File: src/rtl/hht_mem_arbiter.sv
// ---------------------------------------------------------------------------
// hht_mem_arbiter
//
// Purpose:
//   This block shares one single-port memory read channel between two burst
//   requesters:
//     - requester 0 fetches columns
//     - requester 1 fetches v-values
//   Each requester hands over a start word address and a length. The block
//   then issues one read beat per cycle on the shared memory port. Read data
//   comes back one cycle later on that requester's rdata/rvalid pair.
//
//   While both requesters have work pending, a grant lasts at most CHUNK
//   beats. The hand-over from one grant to the other costs no cycles.
//
// Ports:
//   clk_i            single clock; all state changes on the rising edge
//   rst_ni           asynchronous, active-low reset
//   reqN_i           burst request; sampled only while busyN_o = 0
//   baseN_i, lenN_i  burst start word address and length in words
//   busyN_o          burst accepted and not yet complete
//   doneN_o          one-cycle completion pulse; busyN_o is already 0 here
//   rvalidN_o        rdataN_o holds a returned read word
//   rdataN_o         returned read word
//   mem_rd_o         shared memory read strobe
//   mem_addr_o       shared memory read address; holds its value while idle
//   mem_data_i       memory data, combinational from mem_addr_o
// ---------------------------------------------------------------------------
module hht_mem_arbiter #(
  parameter int CHUNK = 8,
  parameter int AW    = 32,
  parameter int DW    = 32
) (
  input  logic          clk_i,
  input  logic          rst_ni,
  input  logic          req0_i,
  input  logic [AW-1:0] base0_i,
  input  logic [AW-1:0] len0_i,
  input  logic          req1_i,
  input  logic [AW-1:0] base1_i,
  input  logic [AW-1:0] len1_i,
  output logic          busy0_o,
  output logic          busy1_o,
  output logic          done0_o,
  output logic          done1_o,
  output logic          rvalid0_o,
  output logic          rvalid1_o,
  output logic [DW-1:0] rdata0_o,
  output logic [DW-1:0] rdata1_o,
  output logic          mem_rd_o,
  output logic [AW-1:0] mem_addr_o,
  input  logic [DW-1:0] mem_data_i
);

  // Chunk counter width. It counts beats 0 .. CHUNK-1 within one grant.
  localparam int CW = (CHUNK > 1) ? $clog2(CHUNK) : 1;

  typedef enum logic [1:0] {
    IDLE = 2'd0,
    GNT0 = 2'd1,
    GNT1 = 2'd2
  } state_e;

  state_e        state_q, state_d;
  logic [CW-1:0] chunk_q, chunk_d;
  logic [AW-1:0] last_addr_q;

  // ------------------------------------------------------------------
  // Per-requester views, indexed by requester number.
  // ------------------------------------------------------------------
  logic [1:0]    req_w;
  logic [1:0]    busy_w;
  logic [1:0]    done_w;
  logic [1:0]    rvalid_w;
  logic [1:0]    active_w;
  logic [1:0]    issue_w;
  logic [AW-1:0] base_w  [2];
  logic [AW-1:0] len_w   [2];
  logic [AW-1:0] addr_w  [2];
  logic [AW-1:0] rem_w   [2];
  logic [DW-1:0] rdata_w [2];
  logic [AW-1:0] mem_addr_d;

  assign req_w[0]  = req0_i;
  assign req_w[1]  = req1_i;
  assign base_w[0] = base0_i;
  assign base_w[1] = base1_i;
  assign len_w[0]  = len0_i;
  assign len_w[1]  = len1_i;

  // ------------------------------------------------------------------
  // Per-requester burst tracker.
  // Each tracker holds:
  //   - capture of the request
  //   - the current address and the remaining-beat count
  //   - completion, and the registered return of read data
  // ------------------------------------------------------------------
  generate
    for (genvar gi = 0; gi < 2; gi++) begin : gen_req
      logic          busy_q;
      logic          done_q;
      logic          rvalid_q;
      logic [AW-1:0] addr_q;
      logic [AW-1:0] rem_q;
      logic [DW-1:0] rdata_q;

      always_ff @(posedge clk_i or negedge rst_ni) begin
        if (!rst_ni) begin
          busy_q   <= 1'b0;
          done_q   <= 1'b0;
          rvalid_q <= 1'b0;
          addr_q   <= '0;
          rem_q    <= '0;
          rdata_q  <= '0;
        end else begin
          done_q   <= 1'b0;
          rvalid_q <= issue_w[gi];
          if (issue_w[gi]) begin
            // Beat issued this cycle.
            // The data is captured now, so it appears with rvalid one
            // cycle later. On the final beat, busy drops and done pulses
            // together with that last rvalid.
            rdata_q <= mem_data_i;
            addr_q  <= addr_q + AW'(1);
            rem_q   <= rem_q - AW'(1);
            if (rem_q == AW'(1)) begin
              busy_q <= 1'b0;
              done_q <= 1'b1;
            end
          end else if (busy_q && (rem_q == '0)) begin
            // Zero-length burst.
            // It is busy for a single cycle and completes with no beats.
            busy_q <= 1'b0;
            done_q <= 1'b1;
          end else if (!busy_q && req_w[gi]) begin
            // A request is only sampled while not busy.
            // This includes the done cycle, so bursts can run back to back.
            busy_q <= 1'b1;
            addr_q <= base_w[gi];
            rem_q  <= len_w[gi];
          end
        end
      end

      assign busy_w[gi]   = busy_q;
      assign done_w[gi]   = done_q;
      assign rvalid_w[gi] = rvalid_q;
      assign addr_w[gi]   = addr_q;
      assign rem_w[gi]    = rem_q;
      assign rdata_w[gi]  = rdata_q;

      // A requester competes for the port only while it has beats left.
      // This keeps a zero-length burst from ever taking a grant.
      assign active_w[gi] = busy_q && (rem_q != '0);
    end
  endgenerate

  // ------------------------------------------------------------------
  // FSM process 1: state register and grant chunk counter.
  // ------------------------------------------------------------------
  always_ff @(posedge clk_i or negedge rst_ni) begin
    if (!rst_ni) begin
      state_q <= IDLE;
      chunk_q <= '0;
    end else begin
      state_q <= state_d;
      chunk_q <= chunk_d;
    end
  end

  // ------------------------------------------------------------------
  // FSM process 2: next-state logic.
  // In a grant state the decision uses the beat being issued this cycle:
  //   - "last"      : this beat empties the count.
  //   - "chunk full": this is the CHUNK-th beat of the grant.
  // That lets the next owner issue in the very next cycle.
  // ------------------------------------------------------------------
  always_comb begin
    state_d = state_q;
    chunk_d = chunk_q;
    case (state_q)
      IDLE: begin
        chunk_d = '0;
        if (active_w[0]) begin
          state_d = GNT0;
        end else if (active_w[1]) begin
          state_d = GNT1;
        end
      end
      GNT0: begin
        if (rem_w[0] <= AW'(1)) begin
          chunk_d = '0;
          state_d = active_w[1] ? GNT1 : IDLE;
        end else if (chunk_q == CW'(CHUNK - 1)) begin
          // The grant continues if the other side is idle.
          // Either way a fresh chunk starts.
          chunk_d = '0;
          if (active_w[1]) begin
            state_d = GNT1;
          end
        end else begin
          chunk_d = chunk_q + CW'(1);
        end
      end
      GNT1: begin
        if (rem_w[1] <= AW'(1)) begin
          chunk_d = '0;
          state_d = active_w[0] ? GNT0 : IDLE;
        end else if (chunk_q == CW'(CHUNK - 1)) begin
          chunk_d = '0;
          if (active_w[0]) begin
            state_d = GNT0;
          end
        end else begin
          chunk_d = chunk_q + CW'(1);
        end
      end
      default: begin
        state_d = IDLE;
        chunk_d = '0;
      end
    endcase
  end

  // ------------------------------------------------------------------
  // FSM process 3: outputs (beat issue and memory port).
  // ------------------------------------------------------------------
  always_comb begin
    issue_w    = 2'b00;
    mem_addr_d = last_addr_q;
    case (state_q)
      GNT0: begin
        if (rem_w[0] != '0) begin
          issue_w[0] = 1'b1;
          mem_addr_d = addr_w[0];
        end
      end
      GNT1: begin
        if (rem_w[1] != '0) begin
          issue_w[1] = 1'b1;
          mem_addr_d = addr_w[1];
        end
      end
      default: begin
        issue_w    = 2'b00;
        mem_addr_d = last_addr_q;
      end
    endcase
  end

  // Remember the last address driven, so the port holds still when idle.
  always_ff @(posedge clk_i or negedge rst_ni) begin
    if (!rst_ni) begin
      last_addr_q <= '0;
    end else if (|issue_w) begin
      last_addr_q <= mem_addr_d;
    end
  end

  assign mem_rd_o   = |issue_w;
  assign mem_addr_o = mem_addr_d;
  assign busy0_o    = busy_w[0];
  assign busy1_o    = busy_w[1];
  assign done0_o    = done_w[0];
  assign done1_o    = done_w[1];
  assign rvalid0_o  = rvalid_w[0];
  assign rvalid1_o  = rvalid_w[1];
  assign rdata0_o   = rdata_w[0];
  assign rdata1_o   = rdata_w[1];

endmodule

File: config.mk
export PLATFORM = sky130hd
export DESIGN_NAME = hht_mem_arbiter
export DESIGN_NICKNAME = d
export VERILOG_FILES = /design/src/rtl/hht_mem_arbiter.sv
export SDC_FILE = /design/constraint.sdc
export NUM_CORES = 1
export LEC_CHECK = 0
export ABC_AREA = 0
export BUFFER_PORTS_ARGS = -buffer_cell sky130_fd_sc_hd__buf_2
export CAP_MARGIN = 20
export CORE_AREA = 2 2 148 150
export DETAILED_ROUTE_END_ITERATION = 10
export DIE_AREA = 0 0 150 152
export GPL_TIMING_DRIVEN = 0
export HOLD_SLACK_MARGIN = 0.15
export PLACE_DENSITY = 0.93
export SYNTH_ARGS = -nofsm -noshare
export SYNTH_HDL_FRONTEND = slang
export SYNTH_SLANG_ARGS = --single-unit
File: constraint.sdc
create_clock -name clk_i -period 7.6 [get_ports clk_i]
set_input_delay 0.38 -clock clk_i [delete_from_list [all_inputs] [get_ports clk_i]]
set_output_delay 0.38 -clock clk_i [all_outputs]
set_load 0.01 [all_outputs]
## Yosys cells after proc, flatten, opt, wreduce, memory -nomap -nowiden

Index checks and enable logic that the tools add are counted.

- Flip-flop bits (word level): 235
- Input port bits: 164
- Logic and storage cells: 104

- $add $sub $neg: 5
- $lt $le $gt $ge: 2
- Equal/unequal tests: 12
- Muxes and demuxes: 47
- Reductions and logical operators: 23

Operators with widths:

| cell | count |
|---|---|
| two-way mux 32 bit | 14 |
| adder 32 x 1 -> 32 bit, second input constant | 2 |
| == test 32 x 1 -> 1 bit, second input constant | 2 |
| <= comparator 32 x 1 -> 1 bit, second input constant | 2 |
| logical NOT 32 bit | 2 |
| case mux 32 bit (2 select lines) | 1 |
| nonzero test 32 bit | 2 |
| subtractor 32 x 1 -> 32 bit, second input constant | 2 |
| two-way mux 1 bit | 19 |
| two-way mux 2 bit | 8 |
| two-way mux 3 bit | 3 |
| inequality test 3 bit, second input constant | 3 |
| AND reduction 2 bit | 4 |
| logical AND 1 bit | 6 |
| case mux 2 bit (3 select lines) | 1 |
| case mux 3 bit (2 select lines) | 1 |
| nonzero test 3 bit | 2 |
| inequality test 2 x 1 -> 1 bit, second input constant | 2 |
| inequality test 2 bit, second input constant | 2 |
| nonzero test 2 bit | 2 |
| adder 3 x 1 -> 3 bit, second input constant | 1 |
| == test 3 bit, second input constant | 1 |
| AND reduction 3 bit | 1 |
| == test 2 x 1 -> 1 bit, second input constant | 1 |
| 4 further kinds | 5 |

## Longest topological paths before layout

Gate-level depths: netlist of run 1.

- Depth after elaboration: 6
- Depth in mapped cells: 13
- Mapped depth without buffers: 10

## Least setup slack after synthesis of run 1

No wires, ideal clock.

- Kind: register -> output
- Start: register gen_req[0].rem_q[5]
- End: output port mem_addr_o[14]
- Arrival time: 3.124 ns
- Required time: 7.220 ns
- Setup slack: 4.096 ns
- Stages on the path, launching flop included: 14
- Buffers on the path: 5
- Cell sequence: dfrtp_1 > buf_4 > or4_4 > or4_1 > buf_2 > or3_1 > buf_2 > o21ai_4 > inv_2 > and2_1 > buf_6 > buf_6 > o2bb2ai_1 > a21o_1

- Word-level cells in the longest chain between the ends: 3

RTL lines:

| what | line | text |
|---|---|---|
| from (decl) | 104 | `logic [AW-1:0] rem_q;` |
| from (signal assigned) | 125 | `rem_q <= rem_q - AW'(1);` |
| from (signal assigned) | 140 | `rem_q <= len_w[gi];` |
| nonzero test 32 bit | 233 | `if (rem_w[0] != '0) begin` |
| two-way mux 32 bit | 233 |  |
| case mux 32 bit (2 select lines) | 231 | `case (state_q)` |
| to (decl) | 51 | `output logic [AW-1:0] mem_addr_o,` |

Every way passes these cells.

## Worst setup path in the final report of run 1

- Start: register gen_req[0].rem_q[5]
- End: output port mem_addr_o[0]

The elaborated chain is that of the path after synthesis.

==> impl_metrics.tcl, run 1 <==
set metrics [dict create \
    crit_required_ps 7220 \
    min_period_over_period 0.642 \
    fillers 1389 \
    instances_no_fill 2125 \
    p_seq_frac 0.335 \
    min_period_ps 4880 \
    synth_top_cell_area_share 0.469 \
    die_y_um 152 \
    rows 54 \
    synth_cell_types 61 \
    cp_max_fo 10 \
    grt_pass1_wl_um 70500 \
    cap_violations 0 \
    synth-edff-count 0 \
    cts_buffers 26 \
    multi_input_comb_area_um2 6170 \
    syn_inst 1407 \
    arrival_ps 4500 \
    synth_top_cell_by_area "dfrtp_1" \
    clock_latency_ps 530 \
    p_leak_nw 7.67 \
    wl_per_cell_um 21.4 \
    drv_slew 0 \
    die_area_um2 22800 \
    setup_tns_ps 0 \
    clockRootBuffer "clkbuf_16" \
    async_reset_ff_frac 1.00 \
    synthesis.nets 1584 \
    start_util 0.587 \
    dp_cells 1955 \
    status "finished clean" \
    cts_tree "done" \
    drive_gt1_frac 0.201 \
    antenna_found_initial 0 \
    p_sw_frac 0.430 \
    p_per_area_nw_per_um2 365 \
    die_x_um 150 \
    p_comb_frac 0.450 \
    tightest_slew_ps 1050 \
    worst_slack_ps 2720 \
    cts.clk_slew.worst_paths_ps 70 \
    vias 13800 \
    seq_area_um2 5880 \
    post_cts_buffers 0 \
    pin_count 267 \
    overflow 0 \
    synthFlopType "dfrtp_1" \
    dpl_worst_slack_ps 3420 \
    switchingPower_mw 2.57 \
    drc 0 \
    synth_seq_cells 235 \
    finalNetCount 2006 \
    drtAntennaViolNets 0 \
    core_area_um2 21400 \
    cts_num_sinks 235 \
    yosysMostFrequentCell "nand2_1" \
    yosys-top-cells-count "nand2_1 (294), dfrtp_1 (235), nor2_1 (144)" \
    via_per_inst 6.48 \
    synth_seq_area_share 0.469 \
    portBuffers 266 \
    hpwl_um 29600 \
    grt_pass1_vias 13500 \
    gp_congestion 0.975 \
    avgSynthCellArea_um2 8.91 \
    cts_htree_levels 1 \
    reg2reg_slack_ps 2930 \
    max-slew-margin-rel 0.296 \
    final_util 0.767 \
    drt_iter0_markers 1681 \
    finalSetupViolations 0 \
    finClkSkew_ps 13.4 \
    ir_drop_uv 226 \
    rsz0062_at_grt "no" \
    crit_type "flop to primary output" \
    clock.fmax_ghz 0.205 \
    yosys-top-cells-area "dfrtp_1 (47%), nand2_1 (8.8%), nor2_1 (4.3%), o2bb2ai_2 (3.2%), a21oi_1 (3.0%)" \
    start_kind "flop" \
    grt_usage 0.389 \
    hold_viol 0 \
    first_pass_iters 7 \
    synth_warnings 0 \
    power_frac_clock 0.215 \
    hold_class "primary input to flop" \
    crit_path_end_kind "primary output" \
    wirelength_um 45600 \
    clockBufferDepth 3 \
    grt_max_degree 94 \
    netlist_area_um2 12500 \
    syn_to_final_growth_pct 30.7 \
    intPower_mw 3.41 \
]
## area by class of cell
cell class,count,area share
inverters,28,0.00642
well taps,280,0.0214
diodes,1,0.000153
multi-input cells,1061,0.377
repair buffers,394,0.162
flip-flops and latches,235,0.359
plain buffers,83,0.0228
clock inverters,3,0.00397
clock buffers,40,0.0473
## critical path: stages, from the launching register on
cell and delay, ps:
dfrtp_1 360, buf_4 150, or4_4 580, or4_1 470, buf_2 180, or3_1 300, buf_2 210, o31ai_1 800
clkbuf_1 470, a21o_1 270, buf_2 160
## placed cells by master (no fill, tap or decap), types with 34 or more instances in the layout
| cell | netlist | routed |
|---|---|---|
| nand2_1 | 294 | 294 |
| buf_2 | 23 | 288 |
| dfrtp_1 | 235 | 235 |
| nor2_1 | 144 | 144 |
| dlygate4sd3_1 | 0 | 125 |
| a21oi_1 | 75 | 75 |
| o21ai_0 | 68 | 68 |
| clkbuf_1 | 51 | 59 |
| nor3_1 | 45 | 45 |
| nand3_1 | 37 | 37 |
| mux2i_1 | 36 | 36 |
| a211oi_1 | 34 | 34 |
| a22o_1 | 34 | 34 |
## cell families (layout without fill, tap and decap cells)
kind of cell	count (synthesis)	count (layout)	synth area share
other	0	1	0
buffers and inverters	111	548	0.0382
and+or+nand+nor	619	619	0.218
AOI/OAI and AO/OA	393	393	0.233
adders and majority gates	13	13	0.0130
DFF	235	235	0.469
muxes	36	36	0.0288
## flip-flops by register name (all words and copies together) (netlist names)
register        count
chunk_q             3
rvalid1_o           1
rdata0_o           32
state_q             2
gen_req.rem_q      64
last_addr_q        32
busy1_o             1
done1_o             1
busy0_o             1
gen_req.addr_q     64
rvalid0_o           1
rdata1_o           32
done0_o             1
## metrics by stage
step           total power [mW]  cell area, µm²  hold WS, ps
2_1_floorplan              3.52           12500         84.4
3_3_place_gp               4.38           14200          425
3_5_place_dp               4.50           14300          389
4_1_cts                    5.84           16400          151
5_1_grt                    6.25           16400          160
6_report                   5.97           16400          152
## power by group through the flow
stage | combinational (mW) | clock (mW) | sequential, mW
6_report | 2.69 | 1.28 | 2.00
5_1_grt | 2.88 | 1.33 | 2.03
3_5_place_dp | 2.52 | 0 | 1.98
2_1_floorplan | 1.54 | 0 | 1.98
3_3_place_gp | 2.42 | 0 | 1.95
4_1_cts | 2.59 | 1.28 | 1.97
## worst paths after layout
check	startpoint	to	depth (start not counted)
setup / recovery	gen_req[0].rem_q[5]	mem_addr_o[0]	10
hold / removal	base0_i[18]	gen_req[0].addr_q[18]	2
setup reg to reg	gen_req[1].rem_q[18]	gen_req[1].rem_q[21]	11
max in group asynchronous	rst_ni	gen_req[0].rem_q[27]	3
hold reg to reg	rdata0_o[26]	rdata0_o[26]	2
min in group asynchronous	rst_ni	gen_req[1].rem_q[19]	2
## what timing repair did
item / CTS / global route
resized for setup: 0 / 0
endpoints found under the setup margin: 0 / 0
hold endpoints to repair: 226 / 0
hold buffers: 125 / 0
## routing by layer
| layer | track usage | vias up | routed length (µm) |
|---|---|---|---|
| li1 | - | 5945 | - |
| met1 | 0.484 | 6455 | 16200 |
| met2 | 0.611 | 1109 | 21000 |
| met3 | 0.102 | 270 | 5520 |
| met4 | 0.226 | 0 | 2910 |
| met5 | 0 | - | 0 |
Power figures use the tool's default switching activity.
==> run 2: changes to the inputs <==
- ABC_AREA: 0 -> 1
- CORE_AREA: 2 2 148 150 -> 2 2 164 166
- DIE_AREA: 0 0 150 152 -> 0 0 166 168
- PLACE_DENSITY: 0.93 -> 0.88
- clock period: 7.6 -> 5.1 ns (I/O delays scaled with it)
==> impl_metrics.tcl, run 2 <==
set metrics [dict create \
    arrival_ps 2990 \
    start_kind "flop" \
    vias 17500 \
    die_y_um 168 \
    drtAntennaViolNets 0 \
    p_per_area_nw_per_um2 661 \
    first_pass_iters 7 \
    cp-endpoint "mem_addr_o[22]" \
    clockRootBuffer "clkbuf_16" \
    hold_class "primary input to asynchronous set/reset pin" \
    worst_slack_ps 1860 \
    layout.cells.most_common_list "nand2_1 (626), buf_2 (310), inv_1 (236)" \
    top_regs "gen_req.addr_q x64, gen_req.rem_q x64" \
    p_comb_frac 0.542 \
    cts_htree_levels 1 \
    fillers 1997 \
    reg2reg_slack_ps 2510 \
    yosysMostFrequentCell "nand2_1" \
    avgSynthCellArea_um2 6.91 \
    grt_pass1_wl_um 90600 \
    synth_cell_types 43 \
    synth-edff-count 0 \
    intPower_mw 6.47 \
    final_common_cell "nand2_1" \
    rsz0062_at_grt "no" \
    yosys-top-cells-count "nand2_1 (626), inv_1 (236), dfrtp_1 (235)" \
    reg2reg_to "gen_req[0].rem_q[31]" \
    power_frac_clock 0.177 \
    clock_latency_ps 560 \
    clock.fmax_ghz 0.308 \
    start_util 0.559 \
    grt_max_degree 112 \
    cts_tree "done" \
    switchingPower_mw 6.22 \
    drt_iter0_markers 2270 \
    crit_required_ps 4850 \
    min_period_over_period 0.636 \
    finalSetupViolations 0 \
    clockBufferDepth 3 \
    cpPeakStageDelay_ps 380 \
    synthFlopType "dfrtp_1" \
    startpoint "gen_req[0].rem_q[0]" \
    wirelength_um 57900 \
    dpl_worst_slack_ps 2500 \
    synth_seq_area_share 0.399 \
    pin_count 267 \
    finClkSkew_ps 11.6 \
    wl_met3_um 6470 \
    path_buf_inv 3 \
    timing.rr.start "gen_req[0].rem_q[0]" \
    cts_buffers 28 \
    wl_per_cell_um 19.6 \
    die_x_um 166 \
    syn_inst 2132 \
    reg2regPathDepth 13 \
    cpMaxStageDelayCell "dfrtp_1" \
    synth_seq_cells 235 \
    async_reset_ff_frac 1.00 \
    core_area_um2 26400 \
    grt_usage 0.406 \
    cts.repair.resized 0 \
    crit_type "flop to primary output" \
    via_per_inst 5.91 \
    ir_drop_uv 506 \
    grt_pass1_vias 17200 \
    dr_wl_met2_um 26700 \
    synth_top_cell_area_share 0.399 \
    crit_path_end_kind "primary output" \
    path_depth 12 \
    drive_gt1_frac 0.160 \
    tightest_slew_ps 767 \
    p_sw_frac 0.490 \
    die_area_um2 27900 \
    drc 0 \
    max-slew-margin-rel 0.489 \
    gp_congestion 0.984 \
    synth_warnings 0 \
    cp_max_fo 10 \
    cts.clk_slew.worst_paths_ps 60 \
    min_period_ps 3240 \
    status "finished clean" \
    p_seq_frac 0.281 \
    synth_top_cell_by_area "dfrtp_1" \
    path_delay_family "simple AND/OR/NAND/NOR gates" \
    cap_violations 0 \
    portBuffers 266 \
    p_leak_nw 9.55 \
    netlist_area_um2 14700 \
    overflow 0 \
    cts_num_sinks 235 \
    crit_chain "inv_1 > ha_1 > nand2_2 > nor2_4 > nand2_4 > nor2_4 > buf_2 > nand2_1 > nand3_1 > nand3_1 > and2_1 > buf_2" \
    hold_viol 0 \
    setup_tns_ps 0 \
    top_layer "met4" \
    met1Wirelength_um 21200 \
    rows 60 \
    synthesis.nets 2309 \
    syn_to_final_growth_pct 30.4 \
    hpwl_um 38600 \
    finalNetCount 2769 \
    yosys-top-cells-area "dfrtp_1 (40%), nand2_1 (16%), nand3_1 (7.7%), inv_1 (6.0%), nor2_1 (5.9%)" \
    antenna_found_initial 3 \
    drv_slew 0 \
]
-- run 2: cell types whose count changed in the layout (fill, tap and decap cells not counted), moves of 49 or more --
cell and change:
nand2_1 +332, inv_1 +210, nand3_1 +191, nor2_1 +86
o21ai_0 +85, xor2_1 +49
-- run 2: cells by family (layout without fill, tap and decap cells) --
| group | count (synthesis) | count (layout) | synth area share |
|---|---|---|---|
| other | 0 | 3 | 0 |
| flip-flops | 235 | 235 | 0.399 |
| AO/OA/AOI/OAI | 289 | 289 | 0.111 |
| adder cells (fa/ha/maj) | 13 | 13 | 0.0110 |
| buffers and inverters | 337 | 817 | 0.0973 |
| XOR/XNOR | 55 | 55 | 0.0327 |
| AND/OR/NAND/NOR | 1202 | 1202 | 0.348 |
| multiplexers | 1 | 1 | 0.000680 |
-- run 2: power by group through the flow --
stage               combinational, mW  sequential [mW]  clock (mW)
floorplan                        4.09             3.46           0
global placement                 6.28             3.47           0
detailed placement               6.48             3.50           0
CTS                              6.62             3.49        2.24
global route                     7.45             3.64        2.31
finish                           6.88             3.56        2.25
-- run 2: worst min path at each step --
stage                     from             endpoint
global placement    chunk_q[0]           chunk_q[0]
finish                  rst_ni       last_addr_q[6]
CTS                  len0_i[6]  gen_req[0].rem_q[6]
global route            rst_ni       last_addr_q[6]
floorplan               rst_ni              busy0_o
detailed placement      rst_ni       last_addr_q[6]
-- run 2: per-stage QoR --
step | hold slack (ps) | util | cell area [µm²] | cells | total power, mW
5_1_grt | 213 | 0.729 | 19200 | 2956 | 13.4
3_3_place_gp | 429 | 0.626 | 16500 | 2739 | 9.75
3_5_place_dp | 162 | 0.628 | 16600 | 2741 | 9.99
6_report | 177 | 0.729 | 19200 | 2956 | 12.7
2_1_floorplan | -40.6 | - | 14700 | 2132 | 7.55
4_1_cts | 157 | 0.728 | 19200 | 2953 | 12.4
-- run 2: area by class of cell --
cell class	count	area (µm²)	area share
clock buffers	39	802	0.0418
inverters	246	925	0.0482
well taps	341	427	0.0222
clock inverters	11	220	0.0115
flip-flops and latches	235	5880	0.306
multi-input cells	1560	7410	0.386
repair buffers	430	3020	0.157
plain buffers	91	508	0.0265
diodes	3	7.51	0.000391
-- run 2: repair_timing --
action | 4_1_cts | 5_1_grt
setup buffers | 0 | 0
hold buffers | 162 | 0
hold endpoints to repair | 428 | 0
-- run 2: metal layers --
metal	vias up	global-route usage
met5	-	0
met1	8052	0.513
met3	298	0.0708
li1	7773	-
met4	0	0.224
met2	1354	0.666
==> run 3: changes to the inputs <==
- CORE_AREA: 2 2 164 166 -> 2 2 172 174
- DIE_AREA: 0 0 166 168 -> 0 0 174 176
- PLACE_DENSITY: 0.88 -> 0.84
- clock period: 5.1 -> 2.7 ns (I/O delays scaled with it)
==> impl_metrics.tcl, run 3 (same netlist as run 2, synthesis figures left out) <==
set metrics [dict create \
    wirelength_um 59900 \
    min_period_ps 2720 \
    crit_required_ps 2570 \
    antenna_found_initial 3 \
    layout.cells.most_common_list "nand2_1 (619), buf_2 (303), inv_1 (233)" \
    worst_slack_ps -18.7 \
    hold_viol 0 \
    hpwl_um 38900 \
    setup_tns_ps -54.1 \
    cts_htree_levels 1 \
    cap_violations 0 \
    path_buf_inv 3 \
    pin_count 267 \
    die_area_um2 30600 \
    drc 0 \
    cpPeakStageDelay_ps 430 \
    top_regs "gen_req.addr_q x64, gen_req.rem_q x64" \
    ir_drop_uv 765 \
    syn_to_final_growth_pct 35.2 \
    die_y_um 176 \
    p_leak_nw 9.87 \
    grt_usage 0.372 \
    overflow 0 \
    wl_per_cell_um 19.7 \
    clockBufferDepth 3 \
    first_pass_iters 9 \
    grt_pass1_wl_um 89900 \
    path_delay_family "simple AND/OR/NAND/NOR gates" \
    rows 62 \
    portBuffers 266 \
    clock_latency_ps 570 \
    start_kind "flop" \
    core_area_um2 28500 \
    min_period_over_period 1.01 \
    finalSetupViolations 6 \
    clock.fmax_ghz 0.368 \
    drt_iter0_markers 2177 \
    finClkSkew_ps 16.3 \
    cts.clk_slew.worst_paths_ps 60 \
    violations "setup timing" \
    cts_num_sinks 235 \
    status "finished with violations" \
    hold_class "primary input to asynchronous set/reset pin" \
    power.total_mw 24.6 \
    max-slew-margin-rel 0.513 \
    dp_cells 2784 \
    via_per_inst 5.81 \
    clockRootBuffer "clkbuf_16" \
    grt_max_degree 99 \
    crit_path_end_kind "primary output" \
    reg2reg_slack_ps 280 \
    final_common_cell "nand2_1" \
    crit_chain "nor2_2 > nand2_1 > nor2_4 > nand2_4 > nor2_4 > buf_12 > buf_8 > nand2_1 > nand3_2 > nand3_2 > and2_4 > buf_2" \
    arrival_ps 2580 \
    cts_buffers 29 \
    cpMaxStageDelayCell "dfrtp_1" \
    start_util 0.516 \
    rsz0062_at_grt "yes" \
    drtAntennaViolNets 0 \
    tightest_slew_ps 730 \
    drv_slew 0 \
    vias 17600 \
    gp_congestion 1.00 \
    dpl_worst_slack_ps 230 \
    instances_no_fill 3036 \
    grt_pass1_vias 16700 \
    cp_max_fo 6 \
    p_per_area_nw_per_um2 1230 \
    finalNetCount 2806 \
    drive_gt1_frac 0.206 \
    die_x_um 174 \
    placed_cell_area_um2 16600 \
    cts_tree "done" \
    crit_type "flop to primary output" \
    stdcell_area_um2 19900 \
]
-- run 3: final cells by class --
| class | count | area [µm²] |
|---|---|---|
| Antenna cell | 2 | 5.00 |
| Buffer | 88 | 589 |
| Clock buffer | 49 | 911 |
| Clock inverter | 3 | 33.8 |
| Fill cell | 2263 | 8630 |
| Inverter | 246 | 930 |
| Multi-Input combinational cell | 1560 | 7700 |
| Sequential cell | 235 | 5890 |
| Tap cell | 384 | 480 |
| Timing Repair Buffer | 469 | 3390 |
-- run 3: power by group --
part	switching (mW)	leakage, nW	internal [mW]
sequential	1.59	2.83	5.24
combinational	8.92	6.58	4.92
clock	1.64	0.465	2.28
total	12.1	9.87	12.4
-- run 3: layer usage --
layer  track usage  wire length (µm)  vias to the layer above
li1              -                 -                     7839
met1         0.479             22000                     8145
met4         0.173              3400                        0
met2         0.602             27100                     1363
met5             0                 0                        -
met3        0.0827              7470                      287
-- run 3: repair_timing --
item,CTS,global route
hold buffers,164,0
gates resized for setup,42,98
setup endpoints to repair,33,32
pin swaps,5,19
cloned,2,3
hold endpoints to repair,429,0
setup buffers,5,27
-- run 3: final timing paths --
path                                      from                     to  depth (start not counted)
max                        gen_req[0].rem_q[6]         mem_addr_o[15]                         12
min reg2reg                         chunk_q[0]             chunk_q[0]                          1
max reg2reg                gen_req[0].rem_q[0]  gen_req[0].addr_q[23]                         13
min in group clk_i                  len1_i[25]   gen_req[1].rem_q[25]                          4
max in group asynchronous               rst_ni           rdata0_o[11]                          3
min                                     rst_ni        last_addr_q[17]                          2
-- run 3: metrics by stage --
stage / hold WS [ps] / utilization
2_1_floorplan: -161 / -
3_3_place_gp: 360 / 0.579
3_5_place_dp: 148 / 0.582
4_1_cts: 162 / 0.678
5_1_grt: 193 / 0.698
6_report: 138 / 0.698
-- run 3: worst reg2reg max path, stage by stage (launching register included) --
cell and delay (ps):
dfrtp_1 370, inv_2 60, ha_4 170, nand2_4 90, nor2_4 60, nand2_4 120
nor2_4 80, clkbuf_16 160, buf_4 130, nor2_2 220, buf_2 390, nand3_1 230
nand3_1 120, o211ai_1 100
